File: config.mk
export PLATFORM = sky130hd
export DESIGN_NAME = alu_sequencer
export DESIGN_NICKNAME = d
export VERILOG_FILES = /design/src/rtl/alu_sequencer.sv
export SDC_FILE = /design/constraint.sdc
export NUM_CORES = 1
export LEC_CHECK = 0
export ABC_AREA = 1
export ABC_CLOCK_PERIOD_IN_PS = 2550
export BUFFER_PORTS_ARGS = -buffer_cell sky130_fd_sc_hd__buf_2
export CAP_MARGIN = 40
export CORE_MARGIN = 2
export CORE_UTILIZATION = 50
export CTS_CLUSTER_SIZE = 20
export DETAILED_ROUTE_END_ITERATION = 10
export PLACE_DENSITY = 0.78
export SETUP_SLACK_MARGIN = 0.3
export SLEW_MARGIN = 10
export SYNTH_ARGS = -nofsm -noshare
export SYNTH_HDL_FRONTEND = slang
export SYNTH_SLANG_ARGS = --single-unit
File: constraint.sdc
create_clock -name clk -period 2.55 [get_ports clk]
set_clock_uncertainty 0.2 [all_clocks]
set_input_delay 0.255 -clock clk [delete_from_list [all_inputs] [get_ports clk]]
set_output_delay 0.255 -clock clk [all_outputs]
set_load 0.01 [all_outputs]
File: src/rtl/alu_sequencer.sv
// Multi-cycle fetch/latch/execute controller for the 16-bit datapath.
// Drives memory, register file and a combinational ALU; owns PC and PSR.
module alu_sequencer #(
  parameter int                WIDTH    = 16,
  parameter logic [WIDTH-1:0]  RESET_PC = 16'h0000
) (
  input  logic             clk,
  input  logic             reset,
  output logic [WIDTH-1:0] mem_addr,
  input  logic [WIDTH-1:0] mem_rdata,
  output logic [WIDTH-1:0] mem_wdata,
  output logic             mem_we,
  output logic [3:0]       rf_ra_src,
  output logic [3:0]       rf_ra_dst,
  input  logic [WIDTH-1:0] rf_rd_src,
  input  logic [WIDTH-1:0] rf_rd_dst,
  output logic [3:0]       rf_wa,
  output logic [WIDTH-1:0] rf_wd,
  output logic             rf_we,
  output logic [WIDTH-1:0] alu_rsrc,
  output logic [WIDTH-1:0] alu_rdest,
  output logic [3:0]       alucont,
  input  logic [WIDTH-1:0] alu_result,
  input  logic [4:0]       alu_psr,
  output logic [4:0]       psr,
  output logic [WIDTH-1:0] pc,
  output logic             illegal_op
);

  typedef enum logic [1:0] {
    S_FETCH = 2'd0,
    S_LATCH = 2'd1,
    S_EXEC  = 2'd2,
    S_LDWB  = 2'd3
  } state_t;

  localparam logic [WIDTH-1:0] ZERO    = {WIDTH{1'b0}};
  localparam logic [WIDTH-1:0] ONE     = {{(WIDTH-1){1'b0}}, 1'b1};
  localparam logic [3:0]       ALU_ADD = 4'b0000;
  localparam logic [3:0]       ALU_SUB = 4'b0001;
  localparam logic [3:0]       ALU_CMP = 4'b0101;

  // Shared arithmetic/logic code (R-type ext or I-type op) -> {valid, alucont}
  function automatic logic [4:0] arith_code(input logic [3:0] code);
    case (code)
      4'b0101: arith_code = {1'b1, 4'b0000};
      4'b1001: arith_code = {1'b1, 4'b0001};
      4'b0001: arith_code = {1'b1, 4'b0010};
      4'b0011: arith_code = {1'b1, 4'b0011};
      4'b0010: arith_code = {1'b1, 4'b0100};
      4'b1011: arith_code = {1'b1, 4'b0101};
      4'b1101: arith_code = {1'b1, 4'b0110};
      default: arith_code = {1'b0, 4'b0000};
    endcase
  endfunction

  // Condition evaluation against flags {N,Z,L,F,C}
  function automatic logic cond_true(input logic [3:0] cond, input logic [4:0] f);
    case (cond)
      4'b0000: cond_true = f[3];
      4'b0001: cond_true = ~f[3];
      4'b0010: cond_true = f[0];
      4'b0011: cond_true = ~f[0];
      4'b0100: cond_true = f[2];
      4'b0101: cond_true = ~f[2];
      4'b0110: cond_true = f[4];
      4'b0111: cond_true = ~f[4];
      4'b1000: cond_true = f[1];
      4'b1001: cond_true = ~f[1];
      4'b1010: cond_true = ~f[2] & ~f[3];
      4'b1011: cond_true = f[2] | f[3];
      4'b1100: cond_true = ~f[4] & ~f[3];
      4'b1101: cond_true = f[4] | f[3];
      4'b1110: cond_true = 1'b1;
      default: cond_true = 1'b0;
    endcase
  endfunction

  state_t           state_r, next_state_s;
  logic [WIDTH-1:0] pc_r, ipc_r, ir_r, ld_addr_r;
  logic [4:0]       psr_r, psr_next_s;

  logic [3:0]       op_s, rdst_s, ext_s;
  logic [4:0]       r_code_s, i_code_s;
  logic [WIDTH-1:0] imm_sext_s, imm_zext_s, lsh_imm_s;

  logic             dec_alu_s, dec_load_s, dec_store_s, dec_jump_s, dec_illegal_s;
  logic [3:0]       dec_cont_s;
  logic [WIDTH-1:0] dec_rsrc_s, dec_rdest_s, dec_target_s;

  assign op_s       = ir_r[15:12];
  assign rdst_s     = ir_r[11:8];
  assign ext_s      = ir_r[7:4];
  assign r_code_s   = arith_code(ext_s);
  assign i_code_s   = arith_code(op_s);
  assign imm_sext_s = {{(WIDTH-8){ir_r[7]}}, ir_r[7:0]};
  assign imm_zext_s = {{(WIDTH-8){1'b0}}, ir_r[7:0]};
  assign lsh_imm_s  = {{(WIDTH-5){1'b0}}, ir_r[4:0]};

  assign rf_ra_src  = ir_r[3:0];
  assign rf_ra_dst  = rdst_s;
  assign rf_wa      = rdst_s;
  assign pc         = pc_r;
  assign psr        = psr_r;

  // Instruction decode of the latched word; only consumed in EXEC
  always_comb begin
    dec_alu_s     = 1'b0;
    dec_cont_s    = 4'b0000;
    dec_rsrc_s    = ZERO;
    dec_rdest_s   = ZERO;
    dec_load_s    = 1'b0;
    dec_store_s   = 1'b0;
    dec_jump_s    = 1'b0;
    dec_target_s  = ZERO;
    dec_illegal_s = 1'b0;
    case (op_s)
      4'b0000: begin
        if (r_code_s[4]) begin
          dec_alu_s   = 1'b1;
          dec_cont_s  = r_code_s[3:0];
          dec_rsrc_s  = rf_rd_src;
          dec_rdest_s = rf_rd_dst;
        end else begin
          dec_illegal_s = 1'b1;
        end
      end
      4'b1000: begin
        dec_rdest_s = rf_rd_dst;
        if (ext_s == 4'b0100) begin
          dec_alu_s  = 1'b1;
          dec_cont_s = 4'b0111;
          dec_rsrc_s = rf_rd_src;
        end else if (ext_s[3:1] == 3'b000) begin
          dec_alu_s  = 1'b1;
          dec_cont_s = 4'b1000;
          dec_rsrc_s = lsh_imm_s;
        end else begin
          dec_illegal_s = 1'b1;
        end
      end
      4'b1111: begin
        dec_alu_s   = 1'b1;
        dec_cont_s  = 4'b1001;
        dec_rdest_s = imm_zext_s;
      end
      4'b0100: begin
        case (ext_s)
          4'b0000: dec_load_s  = 1'b1;
          4'b0100: dec_store_s = 1'b1;
          4'b1100: begin
            dec_jump_s   = cond_true(rdst_s, psr_r);
            dec_target_s = rf_rd_src;
          end
          default: dec_illegal_s = 1'b1;
        endcase
      end
      4'b1100: begin
        dec_jump_s   = cond_true(rdst_s, psr_r);
        dec_target_s = ipc_r + imm_sext_s;
      end
      default: begin
        if (i_code_s[4]) begin
          dec_alu_s   = 1'b1;
          dec_cont_s  = i_code_s[3:0];
          dec_rdest_s = rf_rd_dst;
          // ADDI, SUBI and CMPI take a signed immediate
          dec_rsrc_s  = (op_s == 4'b0101 || op_s == 4'b1001 || op_s == 4'b1011) ?
                        imm_sext_s : imm_zext_s;
        end else begin
          dec_illegal_s = 1'b1;
        end
      end
    endcase
  end

  // Flag merge: arithmetic ops own C/F, compares own N/Z/L
  always_comb begin
    psr_next_s = psr_r;
    if (dec_alu_s && (dec_cont_s == ALU_ADD || dec_cont_s == ALU_SUB)) begin
      psr_next_s[1:0] = alu_psr[1:0];
    end else if (dec_alu_s && dec_cont_s == ALU_CMP) begin
      psr_next_s[4:2] = alu_psr[4:2];
    end else begin
      psr_next_s = psr_r;
    end
  end

  // Next-state and per-state strobes/operands
  always_comb begin
    next_state_s = S_FETCH;
    mem_addr     = ZERO;
    mem_wdata    = ZERO;
    mem_we       = 1'b0;
    rf_we        = 1'b0;
    rf_wd        = ZERO;
    alu_rsrc     = ZERO;
    alu_rdest    = ZERO;
    alucont      = 4'b0000;
    illegal_op   = 1'b0;
    case (state_r)
      S_FETCH: begin
        mem_addr     = pc_r;
        next_state_s = S_LATCH;
      end
      S_LATCH: next_state_s = S_EXEC;
      S_EXEC: begin
        alucont      = dec_cont_s;
        alu_rsrc     = dec_rsrc_s;
        alu_rdest    = dec_rdest_s;
        rf_we        = dec_alu_s & (dec_cont_s != ALU_CMP);
        rf_wd        = rf_we ? alu_result : ZERO;
        mem_we       = dec_store_s;
        mem_addr     = (dec_load_s | dec_store_s) ? rf_rd_src : ZERO;
        mem_wdata    = dec_store_s ? rf_rd_dst : ZERO;
        illegal_op   = dec_illegal_s;
        next_state_s = dec_load_s ? S_LDWB : S_FETCH;
      end
      S_LDWB: begin
        mem_addr     = ld_addr_r;
        rf_we        = 1'b1;
        rf_wd        = mem_rdata;
        next_state_s = S_FETCH;
      end
      default: next_state_s = S_FETCH;
    endcase
  end

  // State register
  always_ff @(posedge clk or posedge reset) begin
    if (reset) begin
      state_r <= S_FETCH;
    end else begin
      state_r <= next_state_s;
    end
  end

  // Architectural registers: IR/IPC/PC in LATCH, PSR/branch/load address in EXEC
  always_ff @(posedge clk or posedge reset) begin
    if (reset) begin
      pc_r      <= RESET_PC;
      ipc_r     <= RESET_PC;
      ir_r      <= ZERO;
      psr_r     <= 5'b00000;
      ld_addr_r <= ZERO;
    end else if (state_r == S_LATCH) begin
      ir_r  <= mem_rdata;
      ipc_r <= pc_r;
      pc_r  <= pc_r + ONE;
    end else if (state_r == S_EXEC) begin
      psr_r     <= psr_next_s;
      ld_addr_r <= rf_rd_src;
      if (dec_jump_s) begin
        pc_r <= dec_target_s;
      end
    end
  end

endmodule

* Word-level counts from Yosys, hierarchy flattened
Index checks and enable logic that the tools add are counted.
** Word-level totals
- Flip-flop bits (word level) :: 71
- Bits in latches :: 0
- Bits in writable memories :: 0
- Bits in read-only memories :: 0
- Input port bits :: 71
- Output and inout port bits :: 120
- Memories :: 0
** Operators by class
- Add/subtract/negate cells :: 2
- Multipliers :: 0
- Div/mod/pow operators :: 0
- Order comparisons :: 0
- Equal/unequal tests :: 40
- Shifts and indexed selects :: 0
- Muxes and demuxes :: 53
- Bitwise logic cells :: 13
- Reductions and logical operators :: 21
** Operator list (count)
- $mux W16 :: 16
- $pmux W16 S3 :: 2
- $pmux W5 S7 :: 2
- $eq A4 B4 Y1 const B :: 17
- $pmux W16 S2 :: 2
- $pmux W16 S4 :: 1
- $eq A4 B3 Y1 const B :: 9
- $eq A4 B2 Y1 const B :: 6
- $mux W4 :: 5
- $add A16 B1 Y16 const B :: 1
- $add A16 B16 Y16 :: 1
- $eq A4 B1 Y1 const B :: 4
- $logic_not A4 Y1 :: 4
- $mux W1 :: 16
- $pmux W4 S4 :: 1
- $pmux W1 S15 :: 1
- $pmux W1 S4 :: 2
- $pmux W2 S4 :: 1
- $not A1 Y1 :: 7
- $reduce_or A3 Y1 :: 2
- $mux W5 :: 1
- $eq A2 B2 Y1 const B :: 2
- $ne A4 B3 Y1 const B :: 1
- $pmux W1 S2 :: 2
- 13 further kinds :: 23

* Depth between registers and ports, before layout
Gate-level depths: netlist (run 1).
- Word-level depth :: 9
- Gate-level depth with buffers :: 15
- Depth with buffers taken out :: 15

* Worst setup path after synthesis (run 1)
No wires, ideal clock.
- Path type :: flip-flop to output port
- Start point :: register state_r[0]
- End point :: output port mem_wdata[10]
- Data arrival time :: 1.876 ns
- Required time :: 2.095 ns
- Slack :: 0.219 ns
- Cell stages (with the launch flop) :: 9
- Buffers on the path :: 2
- Path through :: dfrtp_1 -> inv_1 -> ha_1 -> clkbuf_1 -> inv_1 -> nor3_1 -> inv_1 -> clkbuf_1 -> nor2_1
** On the way
- Word-level cells in the longest chain between the ends :: 2
** RTL lines
- start, declared :: RTL line 79 : state_t state_r, next_state_s;
- start signal, assigned :: RTL line 234 : state_r <= next_state_s;
- $eq A2 B2 Y1 :: RTL line 201 : case (state_r)
- $mux W16 :: RTL line 201
- end, declared :: RTL line 11 : output logic [WIDTH-1:0] mem_wdata,
No other way between the ends.

* Worst setup path in the final report (run 1)
- Start point :: register ir_r[6]
- End point :: output port rf_wd[3]
** On the way
- Word-level cells in the longest chain between the ends :: 8
- Elaborated cells on any way between the ends :: 22
- Classes of those cells :: eq/ne (9); mux (11); bitwise (1); reduce/logical (1)
** RTL lines
- start, declared :: RTL line 80 : logic [WIDTH-1:0] pc_r, ipc_r, ir_r, ld_addr_r;
- start signal, assigned :: RTL line 247 : ir_r <= mem_rdata;
- $eq A4 B4 Y1 (tied with other cells) :: RTL line 45 : case (code)
- $pmux W5 S7 or $mux W4 (tied branches) :: RTL line 45, 134
- $mux W4, on equally long branches :: RTL line 119, 130
- $pmux W4 S4 :: RTL line 117 : case (op_s)
- $ne A4 B3 Y1 :: RTL line 211 : rf_we = dec_alu_s & (dec_cont_s != ALU_CMP);
- $and A1 B1 Y1 (*) :: RTL line 211
- $mux W16 (*) :: RTL line 212 : rf_wd = rf_we ? alu_result : ZERO;
- $pmux W16 S2 (*) :: RTL line 201
- end, declared :: RTL line 18 : output logic [WIDTH-1:0] rf_wd,
Every way passes the cells marked *; elsewhere a longest branch is shown, timed or not.

==> key figures, run 1 <==
Synth
  – Top cells by count, synth: 402 x nand2_1, 114 x inv_1, 93 x nand3_1
  – Synth Area in XOR/XNOR: 0.007133
  – Top FF cell, synth: dfrtp_1
  – Library cells used by synthesis: 44
  – Largest family of logic cells by synthesized area: simple AND/OR/NAND/NOR gates
  – Number of synthesized flops with an enable pin: 0
  – Synth Warn #: 0
  – Cell Area, Synth: approximately 6100 µm²
  – Syn Nets: around 1100
  – Top cell type's share of synthesized area: 0.2894
  – Mapped Cells: 1015
  – Cell taking the most area after synthesis: dfrtp_1
  – Seq/Total Area, Yosys: 0.2894
  – Most numerous cell in the Yosys netlist: nand2_1
  – Synth Area in Compound Gates: 0.1172
  – Mux contribution to synthesized area: 0.001630
  – Synthesized flop and latch total: 71
  – Syn avg cell area: 6.049 µm²
  – Post-Synth Adder-Cell Area: 0.04606
  – Synth Area in Simple Gates: 0.4155
  – Async SR Flop Fraction: 1.000
  – Area contributors post-synth: dfrtp_1 29%, nand2_1 25%, nand3_1 7.6%

Pwr
  – Cell leakage power: 4.914 nW
  – Sw Ratio: 0.5202
  – Sequential share of power: 0.208
  – P_sw: between 5 and 6 mW
  – Pwr Density: 1230 nW/µm²
  – Clk network pwr share: 0.120
  – Cell internal pwr: ~5.4 mW
  – VDD IR max: 0.8468 mV
  – Comb power frac: 0.672

Critical path
  – Crit-path max FO: 8
  – Slowest-stage cell, CP: dfrtp_2
  – Slowest stage delay, CP: 460 ps
  – Worst path cell trace: inv_4 > nand2_1 > inv_1 > nand3_1 > o211ai_1 > nand2_1 > nand3_2 > nand2_4 > nor2_4 > clkinv_4 > nand3_2 > nand2_1 > buf_2
  – Required @ worst endpoint: 2100 ps
  – WP buf/inv: 4
  – Crit. End Element: output port
  – Critical R2R Capture: pc[14]$_DFFE_PP0P_
  – CP dominant cell by count: nand2_1
  – Reg2reg path depth: 16
  – Crit Path Category: flop to output port
  – Crit path max-delay family: simple AND/OR/NAND/NOR gates
  – CP arrival: 2250 ps
  – R2R setup slack: 220 ps
  – CP startpoint kind: flop
  – Reg2Reg Launch Point: ir_r[7]$_DFFE_PP0P_

CTS
  – Sink Count: 71
  – H-Tree Depth: 3
  – CTS tree: yes
  – Max clock buf depth: 2
  – Total CTS buffers: 9
  – Worst skew pair latency: about 350 ps
  – Clock slew at reported path FFs: 60 ps
  – Clock root cell: clkbuf_16

Job
  – Max Cap Viol: 0

GRT
  – Number of global-route vias before repair: between 7000 and 8000
  – GRT Total Usage: 0.3282
  – First-pass GRT wire length: 34530 µm
  – Largest net degree at the start of global routing: 52
  – Gr ovfl total: 0
  – Initial antenna violation count: 0

Detailed routing
  – Final ANT Viol Nets: 0
  – Via count: 8137
  – DRT Pass-1 Iters: 6
  – Via/cell ratio: 5.742
  – Number of remaining DRC errors: 0
  – Detailed Route WL: 24760 µm
  – Wire per inst: 17.47 µm
  – First-iteration detailed-routing DRC count: 884

STA
  – Least-Margin Pin Slew: 620.7 ps
  – Fin worst setup slack: -154.3 ps
  – Final Setup Violations: 23
  – Fin crit share: 1.060
  – Hold Fails Final Rpt: 0
  – Hold_ws: roughly 7.3 ps
  – Final Critical Period: between 2000 and 3000 ps
  – Max Fclk: 369.8 MHz
  – Rel. slew slack: 0.5853
  – Max-slew violation count: 0
  – Setup TNS: -2005 ps
  – RSZ-0062 raised after global routing: true

Min path
  – Hold Path Sink: ld_addr_r[8]$_DFFE_PP0P_
  – Hold crit path type: primary input to flop
  – WHS Path Cells: 3
  – HP Start: rf_rd_src[8]

Layout
  – Ant diodes: 0
  – Layout Cells excl Fill: roughly 1400
  – Post-layout net count: around 1400
  – Layout overhead on the synthesized area: 49.56%
  – Layout cells sized above 1: 0.3693

Floorplan
  – Die Height: 114.8 µm
  – Die Width: 114.8 µm
  – Core ar.: 12010 µm²
  – Die area: 13180 µm²
  – FP Rows: 40
  – Initial Utilization: 0.5111
  – Num ports: about 190

Run status
  – Failing checks: setup timing
  – Status: complete, but fails checks

Place
  – Post-Place Cells: 1324
  – Final HPWL from detailed placement: roughly 15000 µm
  – Post-placement worst setup slack: 121.0 ps
  – Buffers on Ports: 190
  – GPL Wtd Cong: about 0.96
per-stage QoR:
step           instance area [µm²]  power [mW]    util
2_1_floorplan                 6148       5.814       -
4_1_cts                       8192       9.314  0.6820
5_1_grt                       9183       11.95  0.7645
3_3_place_gp                  7218       7.335  0.6009
3_5_place_dp                  7218       7.426  0.6009
6_report                      9183       11.29  0.7645
tightest hold or removal path: stages:
cell and delay, ps:
buf_2 140, nand2_1 70, nand2_1 50
repair_timing:
item | in CTS | in global routing
hold buffers | 31 | 0
setup endpoints to repair | 89 | 106
gates cloned | 2 | 1
hold endpoints to repair | 55 | 0
resized for setup | 66 | 186
buffers inserted | 13 | 30
pin swaps | 11 | 28
power groups by stage:
stage	Combinational (mW)	Clock, mW	Sequential (mW)
3_3_place_gp	5.08	0	2.25
6_report	7.59	1.35	2.35
5_1_grt	8.14	1.39	2.41
4_1_cts	5.73	1.35	2.24
3_5_place_dp	5.17	0	2.25
2_1_floorplan	3.69	0	2.12
layout by cell type, fill, tap and decap left out, types with 6 or more instances in the layout:
cell           synthesis  layout
nand2_1              402     354
buf_2                  8     186
inv_1                114     100
nand3_1               93      69
dfrtp_1               71      63
buf_4                 13      50
o21ai_0               57      49
nor2_1                54      45
nand2_2               11      38
dlygate4sd3_1          0      31
nand3_2                3      24
nand2_4                1      22
a21oi_2                1      21
inv_2                 13      19
a21oi_1               37      17
o21ai_1                9      14
ha_4                   0      13
nor3_1                16      12
a31oi_1               18      12
buf_6                  2      12
clkbuf_16              0      10
nor2_4                 2       9
ha_1                  21       8
dfrtp_2                0       8
nor2_2                 4       6
buf_12                 0       6
per-layer routing:
metal / wire (µm) / up-vias / global-route usage
li1: - / 3718 / -
met1: 9159 / 3764 / 0.4128
met2: 12260 / 545 / 0.5606
met3: 2173 / 110 / 0.05113
met4: 1161 / 0 / 0.1438
met5: 0 / - / 0
logic make-up (layout without fill, tap and decap cells):
group,count (synthesis),count (layout)
XOR/XNOR,5,5
buffers and inverters,181,436
AO/OA/AOI/OAI,132,132
adder cells (fa/ha/maj),22,22
flip-flops,71,71
multiplexers,1,1
AND/OR/NAND/NOR,603,603
state kept, by name (all words and copies together), names as in the netlist:
register   flops
pc            16
state_r        2
ipc_r         16
psr            5
ld_addr_r     16
ir_r          16
worst max path at each step:
stage | cells past startpoint | slack, ps | startpoint | end
after global routing | 13 | -300 | ir_r[6]$_DFFE_PP0P_ | rf_wd[11]
after floorplan | 12 | 310 | ir_r[7]$_DFFE_PP0P_ | rf_wd[10]
after detailed placement | 14 | 120 | ir_r[4]$_DFFE_PP0P_ | rf_wd[2]
final | 13 | -150 | ir_r[6]$_DFFE_PP0P_ | rf_wd[3]
after global placement | 14 | 170 | ir_r[4]$_DFFE_PP0P_ | rf_wd[2]
after CTS | 11 | -20 | ir_r[13]$_DFFE_PP0P_ | rf_wd[14]
area by class of cell:
type                            instances  area (µm²)
Clock buffer                           14       274.0
Clock inverter                          2       37.54
Fill cell                             830        2829
Inverter                              130       531.8
Multi-Input combinational cell        763        4422
Sequential cell                        71        1787
Tap cell                              147       183.9
Timing Repair Buffer                  288        1927
Timing Repair inverter                  2       20.02
(Power assumes the default switching activity.)
==> inputs of run 2 (changes only) <==
--- a/config.mk
+++ b/config.mk
@@ -14,6 +14,7 @@
 export CTS_CLUSTER_SIZE = 20
 export DETAILED_ROUTE_END_ITERATION = 10
 export PLACE_DENSITY = 0.78
+export RECOVER_POWER = 100
 export SETUP_SLACK_MARGIN = 0.3
 export SLEW_MARGIN = 10
 export SYNTH_ARGS = -nofsm -noshare
==> key figures, run 2 (synthesis results as in run 1) <==
Pwr
  – Sequential share of power: 0.210 (+0.002)
  – Cell internal pwr: 5.322 mW (-1.8%)
  – Pwr Density: 1229 nW/µm² (about the same)
  – P_sw: 5.857 mW (-0.33%)
  – Sw Ratio: 0.5239 (+0.003689)
  – VDD IR max: 0.8101 mV (-4.3%)
  – Clk network pwr share: 0.121 (about the same)
  – Cell leakage power: 4.790 nW (-2.5%)
  – Comb power frac: 0.669 (-0.003)

Layout
  – FILL cells: 858 (+3.4%)
  – Final instance area: 9094 µm² (-0.97%)
  – Ant diodes: 0 (unchanged)
  – Utilization after layout: 0.7571 (-0.007396)
  – Layout overhead on the synthesized area: 48.11%
  – Layout cells sized above 1: 0.3409 (-0.02835)
  – Leading cell type in the layout, fill and taps excluded: nand2_1
  – Post-layout net count: 1358 (unchanged)
  – Multi-input logic area: 4397 µm² (-0.57%)
  – Register Area: 1787 µm² (unchanged)
  – Commonest non-fill, non-tap cells in the layout: 354 x nand2_1, 156 x buf_2, 101 x inv_1, 69 x nand3_1, 63 x dfrtp_1

Job
  – Max Cap Viol: 0 (unchanged)

Critical path
  – CP startpoint kind: flop
  – Reg2reg path depth: 8 (-8)
  – Crit Path Category: flop to output port
  – Crit-path max FO: 8 (unchanged)
  – CP arrival: 2240 ps (about the same)
  – Critical R2R Capture: pc[7]$_DFFE_PP0P_
  – Crit path from: ir_r[6]$_DFFE_PP0P_
  – Reg2Reg Launch Point: state_r[1]$_DFF_PP0_
  – Crit. End Element: output port
  – Required @ worst endpoint: 2100 ps (about the same)
  – CP endpoint: rf_wd[3]
  – R2R setup slack: 0 ps (-220 ps)

STA
  – Fin worst setup slack: -147.9 ps (+6.379 ps)
  – Final Setup Violations: 24 (+4.3%)
  – Least-Margin Pin Slew: 1198 ps (+577.5 ps)
  – Max Fclk: 370.7 MHz (+0.24%)
  – Max-slew violation count: 0 (unchanged)
  – Final Critical Period: 2698 ps (-6.379 ps)
  – Fin crit share: 1.058 (-0.002502)
  – Hold Fails Final Rpt: 0 (unchanged)
  – Rel. slew slack: 0.1968 (-0.3885)
  – RSZ-0062 raised after global routing: true

Place
  – GPL Wtd Cong: 0.9627 (unchanged)
  – Placed Instance Area: 7218 µm² (unchanged)
  – Buffers on Ports: 190 (unchanged)
  – Final HPWL from detailed placement: 15390 µm (unchanged)

Run status
  – Failing checks: setup timing
  – Status: complete, but fails checks

Detailed routing
  – Detailed Route WL: 24770 µm (about the same)
  – DRT Pass-1 Iters: 6 (unchanged)
  – Final ANT Viol Nets: 0 (unchanged)
  – First-iteration detailed-routing DRC count: 900 (+1.8%)
  – Wire per inst: 17.48 µm (about the same)
  – Number of remaining DRC errors: 0 (unchanged)
  – Via/cell ratio: 5.706 (-0.64%)
  – Via count: 8085 (-0.64%)

Floorplan
  – Num ports: 191 (unchanged)
  – Die Height: 114.8 µm (unchanged)
  – Initial Utilization: 0.5111 (unchanged)
  – Core ar.: 12010 µm² (unchanged)
  – Die area: 13180 µm² (unchanged)
  – Die Width: 114.8 µm (unchanged)
  – FP Rows: 40 (unchanged)

CTS
  – CTS tree: yes
  – Clock root cell: clkbuf_16
  – Max clock buf depth: 2 (unchanged)
  – Worst skew pair latency: 350 ps (about the same)
  – Total CTS buffers: 9 (unchanged)
  – Sink Count: 71 (unchanged)
  – H-Tree Depth: 3 (unchanged)
  – Clock slew at reported path FFs: 60 ps (about the same)

Min path
  – Hold crit path type: primary input to flop

GRT
  – GRT Total Usage: 0.3282 (unchanged)
  – Largest net degree at the start of global routing: 52 (unchanged)
  – Gr ovfl total: 0 (unchanged)
  – Initial antenna violation count: 0 (unchanged)
  – First-pass GRT wire length: 34530 µm (unchanged)
  – Number of global-route vias before repair: 7106 (unchanged)
## run 2: cell count changes in the layout (fill, tap and decap cells not counted)
cell        delta
buf_4          -3
ha_4           -2
inv_2          -1
buf_2         -30
clkinvlp_2     +1
inv_1          +1
clkbuf_1      +33
clkinvlp_4     -1
buf_12         -1
ha_1           +2
clkbuf_4       +1
## run 2: power groups by stage
stage	clock [mW]	sequential, mW	combinational, mW
global placement	0	2.25	5.08
CTS	1.35	2.24	5.73
finish	1.36	2.35	7.48
floorplan	0	2.12	3.69
global route	1.39	2.41	8.04
detailed placement	0	2.25	5.17
## run 2: worst min path at each step
stage / end / from / slack, ps / cells past startpoint
floorplan: ir_r[10]$_DFFE_PP0P_ / mem_rdata[10] / 170 / 2
global placement: ipc_r[9]$_DFFE_PP0P_ / reset / 160 / 2
detailed placement: ipc_r[9]$_DFFE_PP0P_ / reset / 160 / 2
CTS: ld_addr_r[8]$_DFFE_PP0P_ / rf_rd_src[8] / 0.5 / 3
global route: ld_addr_r[8]$_DFFE_PP0P_ / rf_rd_src[8] / 30 / 3
finish: ld_addr_r[8]$_DFFE_PP0P_ / rf_rd_src[8] / 10 / 3
## run 2: worst max-delay path, stage by stage (launching register included)
cell and delay, ps:
dfrtp_2 460, inv_4 120, nand2_1 90, inv_1 90, nand3_1 80, o211ai_1 100, nand2_1 100, nand3_2 80
nand2_4 60, nor2_4 260, clkinv_4 160, nand3_2 100, nand2_1 50, buf_2 130
## run 2: layer usage
layer | vias up | global-route usage | part of all wire
li1 | 3711 | - | -
met1 | 3732 | 0.4128 | 0.37
met2 | 536 | 0.5606 | 0.50
met3 | 106 | 0.05113 | 0.084
met4 | 0 | 0.1438 | 0.045
met5 | - | 0 | 0
## run 2: through the flow
stage	total power [mW]	TNS, ps	std cells	worst slack (ps)	hold WS [ps]
finish	11.18	-1898	1417	-147.9	9.502
global route	11.84	-7652	1417	-296.0	34.05
floorplan	5.814	0	1015	305.8	167.6
global placement	7.335	0	1324	174.9	156.2
detailed placement	7.426	0	1324	121.0	158.9
CTS	9.314	-123.2	1386	-15.09	0.5296
## run 2: cell type report
| cell class | instances | share of cell area |
|---|---|---|
| multi-input combinational | 763 | 0.4835 |
| timing repair buffer | 288 | 0.2051 |
| sequential | 71 | 0.1965 |
| inverter | 130 | 0.05820 |
| clock buffer | 14 | 0.03013 |
| tap | 147 | 0.02023 |
| clock inverter | 2 | 0.004128 |
| timing repair inverter | 2 | 0.002201 |
## run 2: what timing repair did
action | CTS | global route
resized for setup | 66 | 186
setup buffers | 13 | 30
endpoints found under the setup margin | 89 | 106
hold buffers | 31 | 0
endpoints found under the hold margin | 55 | 0
pin swaps | 11 | 28
gates cloned | 2 | 1
